## config.mk

```make
export PLATFORM = sky130hd
export DESIGN_NAME = ac_unit_param
export DESIGN_NICKNAME = d
export VERILOG_FILES = /design/src/rtl/ac_pkg.sv /design/src/rtl/ac_mul_seq.sv /design/src/rtl/ac_unit_param.sv
export SDC_FILE = /design/constraint.sdc
export NUM_CORES = 1
export LEC_CHECK = 0
export BUFFER_PORTS_ARGS = -buffer_cell sky130_fd_sc_hd__buf_2
export CELL_PAD_IN_SITES_DETAIL_PLACEMENT = 0
export CELL_PAD_IN_SITES_GLOBAL_PLACEMENT = 1
export CORE_MARGIN = 10
export CORE_UTILIZATION = 41
export CTS_CLUSTER_SIZE = 28
export DETAILED_ROUTE_END_ITERATION = 12
export PLACE_DENSITY = 0.87
export SLEW_MARGIN = 10
export SYNTH_ARGS = -nofsm -noshare
export SYNTH_HDL_FRONTEND = slang
export SYNTH_SLANG_ARGS = --single-unit
```

## constraint.sdc

```tcl
create_clock -name CLK -period 2.7 [get_ports CLK]
set_input_delay 0.135 -clock CLK [delete_from_list [all_inputs] [get_ports CLK]]
set_output_delay 0.135 -clock CLK [all_outputs]
set_load 0.05 [all_outputs]
```

## src/rtl/ac_pkg.sv

```systemverilog
// Shared opcodes, FSM states and flag bit positions for the accumulator unit.
package ac_pkg;

  typedef enum logic [3:0] {
    OP_NOP  = 4'd0,
    OP_PASS = 4'd1,
    OP_ADD  = 4'd2,
    OP_SUB  = 4'd3,
    OP_AND  = 4'd4,
    OP_OR   = 4'd5,
    OP_XOR  = 4'd6,
    OP_NOT  = 4'd7,
    OP_INC  = 4'd8,
    OP_CLR  = 4'd9,
    OP_SHL  = 4'd10,
    OP_SHR  = 4'd11,
    OP_MUL  = 4'd12
  } op_e;

  typedef enum logic [1:0] {
    IDLE     = 2'd0,
    MUL_RUN  = 2'd1,
    MUL_DONE = 2'd2
  } state_e;

  localparam int FLAG_Z = 0;
  localparam int FLAG_N = 1;
  localparam int FLAG_C = 2;
  localparam int FLAG_V = 3;

endpackage

```

## src/rtl/ac_mul_seq.sv

```systemverilog
// Unsigned shift-add multiplier: one step per cycle, WIDTH steps after start.
// product is the value after the current step; last_step flags the final one.
module ac_mul_seq #(
  parameter int WIDTH = 8
) (
  input  logic                 CLK,
  input  logic                 RST,
  input  logic                 start,
  input  logic [WIDTH-1:0]     multiplicand,
  input  logic [WIDTH-1:0]     multiplier,
  output logic [2*WIDTH-1:0]   product,
  output logic                 last_step
);

  localparam int CNT_W = $clog2(WIDTH) + 1;

  logic [WIDTH-1:0] mcand_q;
  logic [WIDTH-1:0] hi_q;
  logic [WIDTH-1:0] lo_q;
  logic [CNT_W-1:0] cnt_q;
  logic [WIDTH:0]   sum;

  // Multiplier bits are consumed from lo_q[0] as the partial product shifts in from the top.
  assign sum       = {1'b0, hi_q} + (lo_q[0] ? {1'b0, mcand_q} : '0);
  assign product   = {sum[WIDTH:1], sum[0], lo_q[WIDTH-1:1]};
  assign last_step = (cnt_q == CNT_W'(1));

  always_ff @(posedge CLK) begin
    if (RST) begin
      mcand_q <= '0;
      hi_q    <= '0;
      lo_q    <= '0;
      cnt_q   <= '0;
    end else if (start) begin
      mcand_q <= multiplicand;
      hi_q    <= '0;
      lo_q    <= multiplier;
      cnt_q   <= CNT_W'(WIDTH);
    end else if (cnt_q != '0) begin
      hi_q  <= product[2*WIDTH-1:WIDTH];
      lo_q  <= product[WIDTH-1:0];
      cnt_q <= cnt_q - 1'b1;
    end
  end

endmodule

```

## src/rtl/ac_unit_param.sv

```systemverilog
// Accumulator with inline ALU, ZNCV flags and optional multiplier (define AC_MUL_EN).
// ALU ops load 1 edge after AC_LOAD; MUL takes WIDTH+1 cycles and ignores AC_LOAD while BUSY/DONE.
module ac_unit_param
  import ac_pkg::*;
#(
  parameter int WIDTH = 8
) (
  input  logic             CLK,
  input  logic             RST,
  input  logic [WIDTH-1:0] BUS_IN,
  input  logic [3:0]       OP,
  input  logic             AC_LOAD,
  input  logic             AC_BUS,
  output logic [WIDTH-1:0] AC_BUS_OUT,
  output logic             AC_BUS_OE,
  output logic [WIDTH-1:0] AC_TOCPU,
  output logic [WIDTH-1:0] MQ_OUT,
  output logic             Z_TOCU,
  output logic             N_TOCU,
  output logic             C_TOCU,
  output logic             V_TOCU,
  output logic             BUSY,
  output logic             DONE
);

  localparam int MSB = WIDTH - 1;

  logic [WIDTH-1:0] ac_q;
  logic [3:0]       flags_q;
  logic [WIDTH-1:0] alu_res;
  logic [3:0]       alu_flags;
  logic [WIDTH:0]   sum;
  logic             c_n;
  logic             v_n;
  logic             upd;

  always_comb begin
    alu_res   = ac_q;
    sum       = '0;
    c_n       = flags_q[FLAG_C];
    v_n       = flags_q[FLAG_V];
    upd       = 1'b1;
    case (OP)
      OP_PASS: alu_res = BUS_IN;
      OP_ADD: begin
        sum     = {1'b0, ac_q} + {1'b0, BUS_IN};
        alu_res = sum[WIDTH-1:0];
        c_n     = sum[WIDTH];
        v_n     = (ac_q[MSB] == BUS_IN[MSB]) && (alu_res[MSB] != ac_q[MSB]);
      end
      OP_SUB: begin
        sum     = {1'b0, ac_q} - {1'b0, BUS_IN};
        alu_res = sum[WIDTH-1:0];
        c_n     = sum[WIDTH];
        v_n     = (ac_q[MSB] != BUS_IN[MSB]) && (alu_res[MSB] != ac_q[MSB]);
      end
      OP_AND: alu_res = ac_q & BUS_IN;
      OP_OR:  alu_res = ac_q | BUS_IN;
      OP_XOR: alu_res = ac_q ^ BUS_IN;
      OP_NOT: alu_res = ~ac_q;
      OP_INC: begin
        sum     = {1'b0, ac_q} + (WIDTH+1)'(1);
        alu_res = sum[WIDTH-1:0];
        c_n     = sum[WIDTH];
        v_n     = ~ac_q[MSB] & alu_res[MSB];
      end
      OP_CLR: alu_res = '0;
      OP_SHL: begin
        alu_res = {ac_q[MSB-1:0], 1'b0};
        c_n     = ac_q[MSB];
      end
      OP_SHR: begin
        alu_res = {1'b0, ac_q[MSB:1]};
        c_n     = ac_q[0];
      end
      default: upd = 1'b0;
    endcase
    alu_flags = flags_q;
    if (upd) begin
      alu_flags[FLAG_Z] = (alu_res == '0);
      alu_flags[FLAG_N] = alu_res[MSB];
      alu_flags[FLAG_C] = c_n;
      alu_flags[FLAG_V] = v_n;
    end
  end

`ifdef AC_MUL_EN
  state_e             state;
  logic               busy_q;
  logic               done_q;
  logic [WIDTH-1:0]   mq_q;
  logic               mul_start;
  logic [2*WIDTH-1:0] mul_prod;
  logic               mul_last;

  assign mul_start = (state == IDLE) && AC_LOAD && (OP == OP_MUL);

  ac_mul_seq #(.WIDTH(WIDTH)) u_mul (
    .CLK          (CLK),
    .RST          (RST),
    .start        (mul_start),
    .multiplicand (BUS_IN),
    .multiplier   (ac_q),
    .product      (mul_prod),
    .last_step    (mul_last)
  );

  always_ff @(posedge CLK) begin
    if (RST) begin
      state   <= IDLE;
      ac_q    <= '0;
      mq_q    <= '0;
      flags_q <= '0;
      busy_q  <= 1'b0;
      done_q  <= 1'b0;
    end else begin
      done_q <= 1'b0;
      case (state)
        IDLE: begin
          if (mul_start) begin
            state  <= MUL_RUN;
            busy_q <= 1'b1;
          end else if (AC_LOAD) begin
            ac_q    <= alu_res;
            flags_q <= alu_flags;
          end
        end
        MUL_RUN: begin
          if (mul_last) begin
            state           <= MUL_DONE;
            busy_q          <= 1'b0;
            done_q          <= 1'b1;
            ac_q            <= mul_prod[WIDTH-1:0];
            mq_q            <= mul_prod[2*WIDTH-1:WIDTH];
            flags_q[FLAG_Z] <= (mul_prod == '0);
            flags_q[FLAG_N] <= mul_prod[MSB];
            flags_q[FLAG_C] <= |mul_prod[2*WIDTH-1:WIDTH];
            flags_q[FLAG_V] <= |mul_prod[2*WIDTH-1:WIDTH];
          end
        end
        MUL_DONE: state <= IDLE;
        default:  state <= IDLE;
      endcase
    end
  end

  assign BUSY   = busy_q;
  assign DONE   = done_q;
  assign MQ_OUT = mq_q;
`else
  always_ff @(posedge CLK) begin
    if (RST) begin
      ac_q    <= '0;
      flags_q <= '0;
    end else if (AC_LOAD) begin
      ac_q    <= alu_res;
      flags_q <= alu_flags;
    end
  end

  assign BUSY   = 1'b0;
  assign DONE   = 1'b0;
  assign MQ_OUT = '0;
`endif

  assign AC_TOCPU   = ac_q;
  assign AC_BUS_OUT = ac_q;
  assign AC_BUS_OE  = AC_BUS;
  assign Z_TOCU     = flags_q[FLAG_Z];
  assign N_TOCU     = flags_q[FLAG_N];
  assign C_TOCU     = flags_q[FLAG_C];
  assign V_TOCU     = flags_q[FLAG_V];

endmodule

```

==> flow_metrics.env <==
export IMPL_run_status="complete, no violations"
export IMPL_antenna_found_initial=0
export IMPL_ys_async_sr_fraction=0
export IMPL_stdcell_count=449
export IMPL_post_dp_cell_area_sq_um=2738
export IMPL_dp_cells=445
export IMPL_min_to="AC_BUS_OUT[5]"
export IMPL_fin_skew_ns=0.005654
export IMPL_synth_edff_count=0
export IMPL_r2r_cells=9
export IMPL_numCtsBuffers=3
export IMPL_synth_seq_area_share=0.09529
export IMPL_nNetsFinal=420
export IMPL_synth_top_area_frac=0.1340
export IMPL_dieArea_sq_um=9686
export IMPL_reg2reg_to="flags_q[0]"
export IMPL_drt_first_iter_violations=283
export IMPL_post_cts_setup_buffer_count=0
export IMPL_rrSetupSlack_ns=0.13
export IMPL_critPathKind="register to register"
export IMPL_synth_area_sq_um=2521
export IMPL_fp_row_count=28
export IMPL_synth_top_area_cell="ha_1"
export IMPL_cp_required_ns=2.85
export IMPL_io_pins=47
export IMPL_fill_cells=636
export IMPL_setup_viol=0
export IMPL_hold_ws_ns=0.2190
export IMPL_dpl_hpwl_um=6697
export IMPL_vias=2862
export IMPL_timing_fmax_mhz=389.2
export IMPL_die_w_um=98.42
export IMPL_r2r_start="AC_BUS_OUT[0]"
export IMPL_grt_pass1_wl_um=14060
export IMPL_die_h_um=98.42
export IMPL_ant_nets=0
export IMPL_maxSlewViolCount=0
export IMPL_synth_compound_area_frac=0.3290
export IMPL_timing_final_crit_share=0.9516
export IMPL_area_growth_pct=11.71
export IMPL_start_kind="register"
export IMPL_cts_resized_gates=0
export IMPL_htreeDepth=1
export IMPL_grt_max_degree=30
export IMPL_yosys_mux_area_fraction=0.03275
export IMPL_drv_cap=0
export IMPL_synthTopCellsByArea="ha_1, dfxtp_1, buf_4"
export IMPL_grt_overflow_total=0
export IMPL_gp_congestion=0.9724
export IMPL_port_buffers=34
export IMPL_root_buffer="clkbuf_8"
export IMPL_hold_path_class="input port to register"
export IMPL_hold_start="AC_LOAD"
export IMPL_clk_pin_slew_worst_paths_ns=0.07
export IMPL_core_sq_um=5956
export IMPL_clockBufferDepth=2
export IMPL_clk_latency_ns=0.25
export IMPL_clock_sinks=12
export IMPL_track_usage=0.1704
export IMPL_viasPerCell=6.374
export IMPL_syn_avg_cell_area_sq_um=7.266
export IMPL_yosysWarnings=0
export IMPL_total_power_mw=1.071
export IMPL_ys_ff_latch=12
export IMPL_final_area_sq_um=2816
export IMPL_cts_tree="yes"
export IMPL_critPathArrivalTime_ns=2.72
export IMPL_p_leak_nw=1.285
export IMPL_p_per_area_nw_per_um2=380.4
export IMPL_max_vdd_ir_drop_mv=0.2158
export IMPL_grt_pass1_vias=2695
export IMPL_crit_fanout=9
export IMPL_finalHoldViolations=0
export IMPL_ys_types=63
export IMPL_hold_buffers=0
export IMPL_endpoint_kind="register"
export IMPL_wire_per_inst_um=19.62
export IMPL_synth_flop_cell="dfxtp_1"
export IMPL_drt_first_pass_iters=5
export IMPL_syn_inst=347
export IMPL_start_util=0.4233
export IMPL_drc=0
export IMPL_slew_headroom=0.6169
export IMPL_diodes=0
export IMPL_synth_xor_area_frac=0.02779
export IMPL_final_layout_size_suffix_gt1_frac=0.2005
export IMPL_synthAdderAreaFrac=0.1499
export IMPL_setup_tns_ns=0
export IMPL_wl_um=8811
export IMPL_synth_top_family_by_area="compound AO/OA/AOI/OAI gates"
export IMPL_hold_depth=2
export IMPL_layout_min_cycle_time_ns=2.569
export IMPL_worst_pin_slew_ns=0.5735
export IMPL_synth_simple_area_share=0.2208
[through the flow]
stage | setup WS (ns) | utilization
6_report | 0.1307 | 0.4729
5_1_grt | -0.006910 | 0.4729
4_1_cts | 0.09982 | 0.4689
3_5_place_dp | 0.1210 | 0.4597
3_3_place_gp | 0.1346 | 0.4597
2_1_floorplan | 0.02530 | -
[layer usage]
metal | vias to the layer above | global-route usage | part of all wire
met5 | - | 0 | 0
met4 | 0 | 0.08490 | 0.036
met3 | 24 | 0.02723 | 0.092
met2 | 167 | 0.2617 | 0.45
met1 | 1358 | 0.2245 | 0.42
li1 | 1313 | - | -
[final cells by class]
class	count	area, sq um	share of cell area
Tap cell	75	93.84	0.03332
Multi-Input combinational cell	273	1976	0.7015
Timing Repair Buffer	56	335.3	0.1191
Inverter	29	108.9	0.03865
Sequential cell	12	247.7	0.08796
Clock buffer	4	55.05	0.01955
[power by group]
part           switching (mW)  internal, mW  total, mW
Clock                  0.0888         0.130      0.218
Sequential            0.00890         0.192      0.201
Combinational           0.432         0.220      0.652
[cells in the mapped netlist, types with 3 or more instances]
| master | n |
|---|---|
| o22ai_1 | 6 |
| and2_1 | 5 |
| ha_1 | 27 |
| dfxtp_1 | 12 |
| a221oi_1 | 9 |
| a211oi_1 | 7 |
| o21ai_0 | 19 |
| buf_4 | 20 |
| mux2i_1 | 6 |
| o31ai_1 | 4 |
| nand2_1 | 13 |
| a41o_1 | 3 |
| a21o_1 | 6 |
| nor2b_1 | 15 |
| a22oi_1 | 5 |
| a32oi_1 | 6 |
| nand3_1 | 12 |
| buf_2 | 15 |
| and3_1 | 4 |
| inv_1 | 29 |
| nand2b_1 | 3 |
| nor3_1 | 12 |
| a21oi_1 | 17 |
| o32ai_1 | 3 |
| nor3b_1 | 4 |
| nor2_1 | 21 |
| clkbuf_1 | 6 |
| or3_1 | 4 |
| xnor2_1 | 6 |
[critical path, cell delays in order (launching register included)]
cell and delay [ns]:
dfxtp_4 0.38, ha_1 0.25, fa_1 0.44, a21oi_1 0.17, o21bai_2 0.12, a21o_1 0.21, a211oi_1 0.23, o21ai_0 0.19
and4_1 0.25, a41o_1 0.22
[worst max-delay path by stage]
stage,from,end,slack (ns),cells after the start
6_report,AC_BUS_OUT[0],flags_q[0],0.13,9
5_1_grt,AC_BUS_OUT[0],flags_q[0],-0.007,10
4_1_cts,AC_BUS_OUT[0],flags_q[0],0.1,10
3_5_place_dp,AC_BUS_OUT[0],flags_q[0],0.12,10
3_3_place_gp,AC_BUS_OUT[0],flags_q[0],0.13,10
2_1_floorplan,AC_BUS_OUT[2],flags_q[0],0.03,11
[flip-flops by register name (all words and copies together), names as in the netlist]
signal	cells
flags_q	4
AC_BUS_OUT	8
[kinds of logic (layout without fill, tap and decap cells)]
| family | count (synthesis) | count (layout) |
|---|---|---|
| AO/OA/AOI/OAI | 114 | 114 |
| AND/OR/NAND/NOR | 104 | 104 |
| buffers and inverters | 71 | 89 |
| adder cells (fa/ha/maj) | 29 | 29 |
| flip-flops | 12 | 12 |
| XOR/XNOR | 8 | 8 |
| multiplexers | 8 | 8 |
| other | 1 | 10 |
[placed cells by master, fill, tap and decap left out, types with 3 or more instances in the layout]
cell / synthesis / final
a211oi_1: 7 / 7
a21o_1: 6 / 6
a21oi_1: 17 / 16
a221oi_1: 9 / 8
a22oi_1: 5 / 5
a32oi_1: 6 / 6
a41o_1: 3 / 3
and2_1: 5 / 5
and3_1: 4 / 4
buf_2: 15 / 34
buf_4: 20 / 22
clkbuf_8: 0 / 4
conb_1: 1 / 10
dfxtp_1: 12 / 8
dfxtp_2: 0 / 3
ha_1: 27 / 27
inv_1: 29 / 29
mux2i_1: 6 / 6
nand2_1: 13 / 13
nand2b_1: 3 / 3
nand3_1: 12 / 12
nor2_1: 21 / 21
nor2b_1: 15 / 15
nor3_1: 12 / 11
nor3b_1: 4 / 4
o21ai_0: 19 / 19
o22ai_1: 6 / 6
o31ai_1: 4 / 4
o32ai_1: 3 / 3
or3_1: 4 / 4
xnor2_1: 6 / 6
Power figures use the tool's default switching activity.
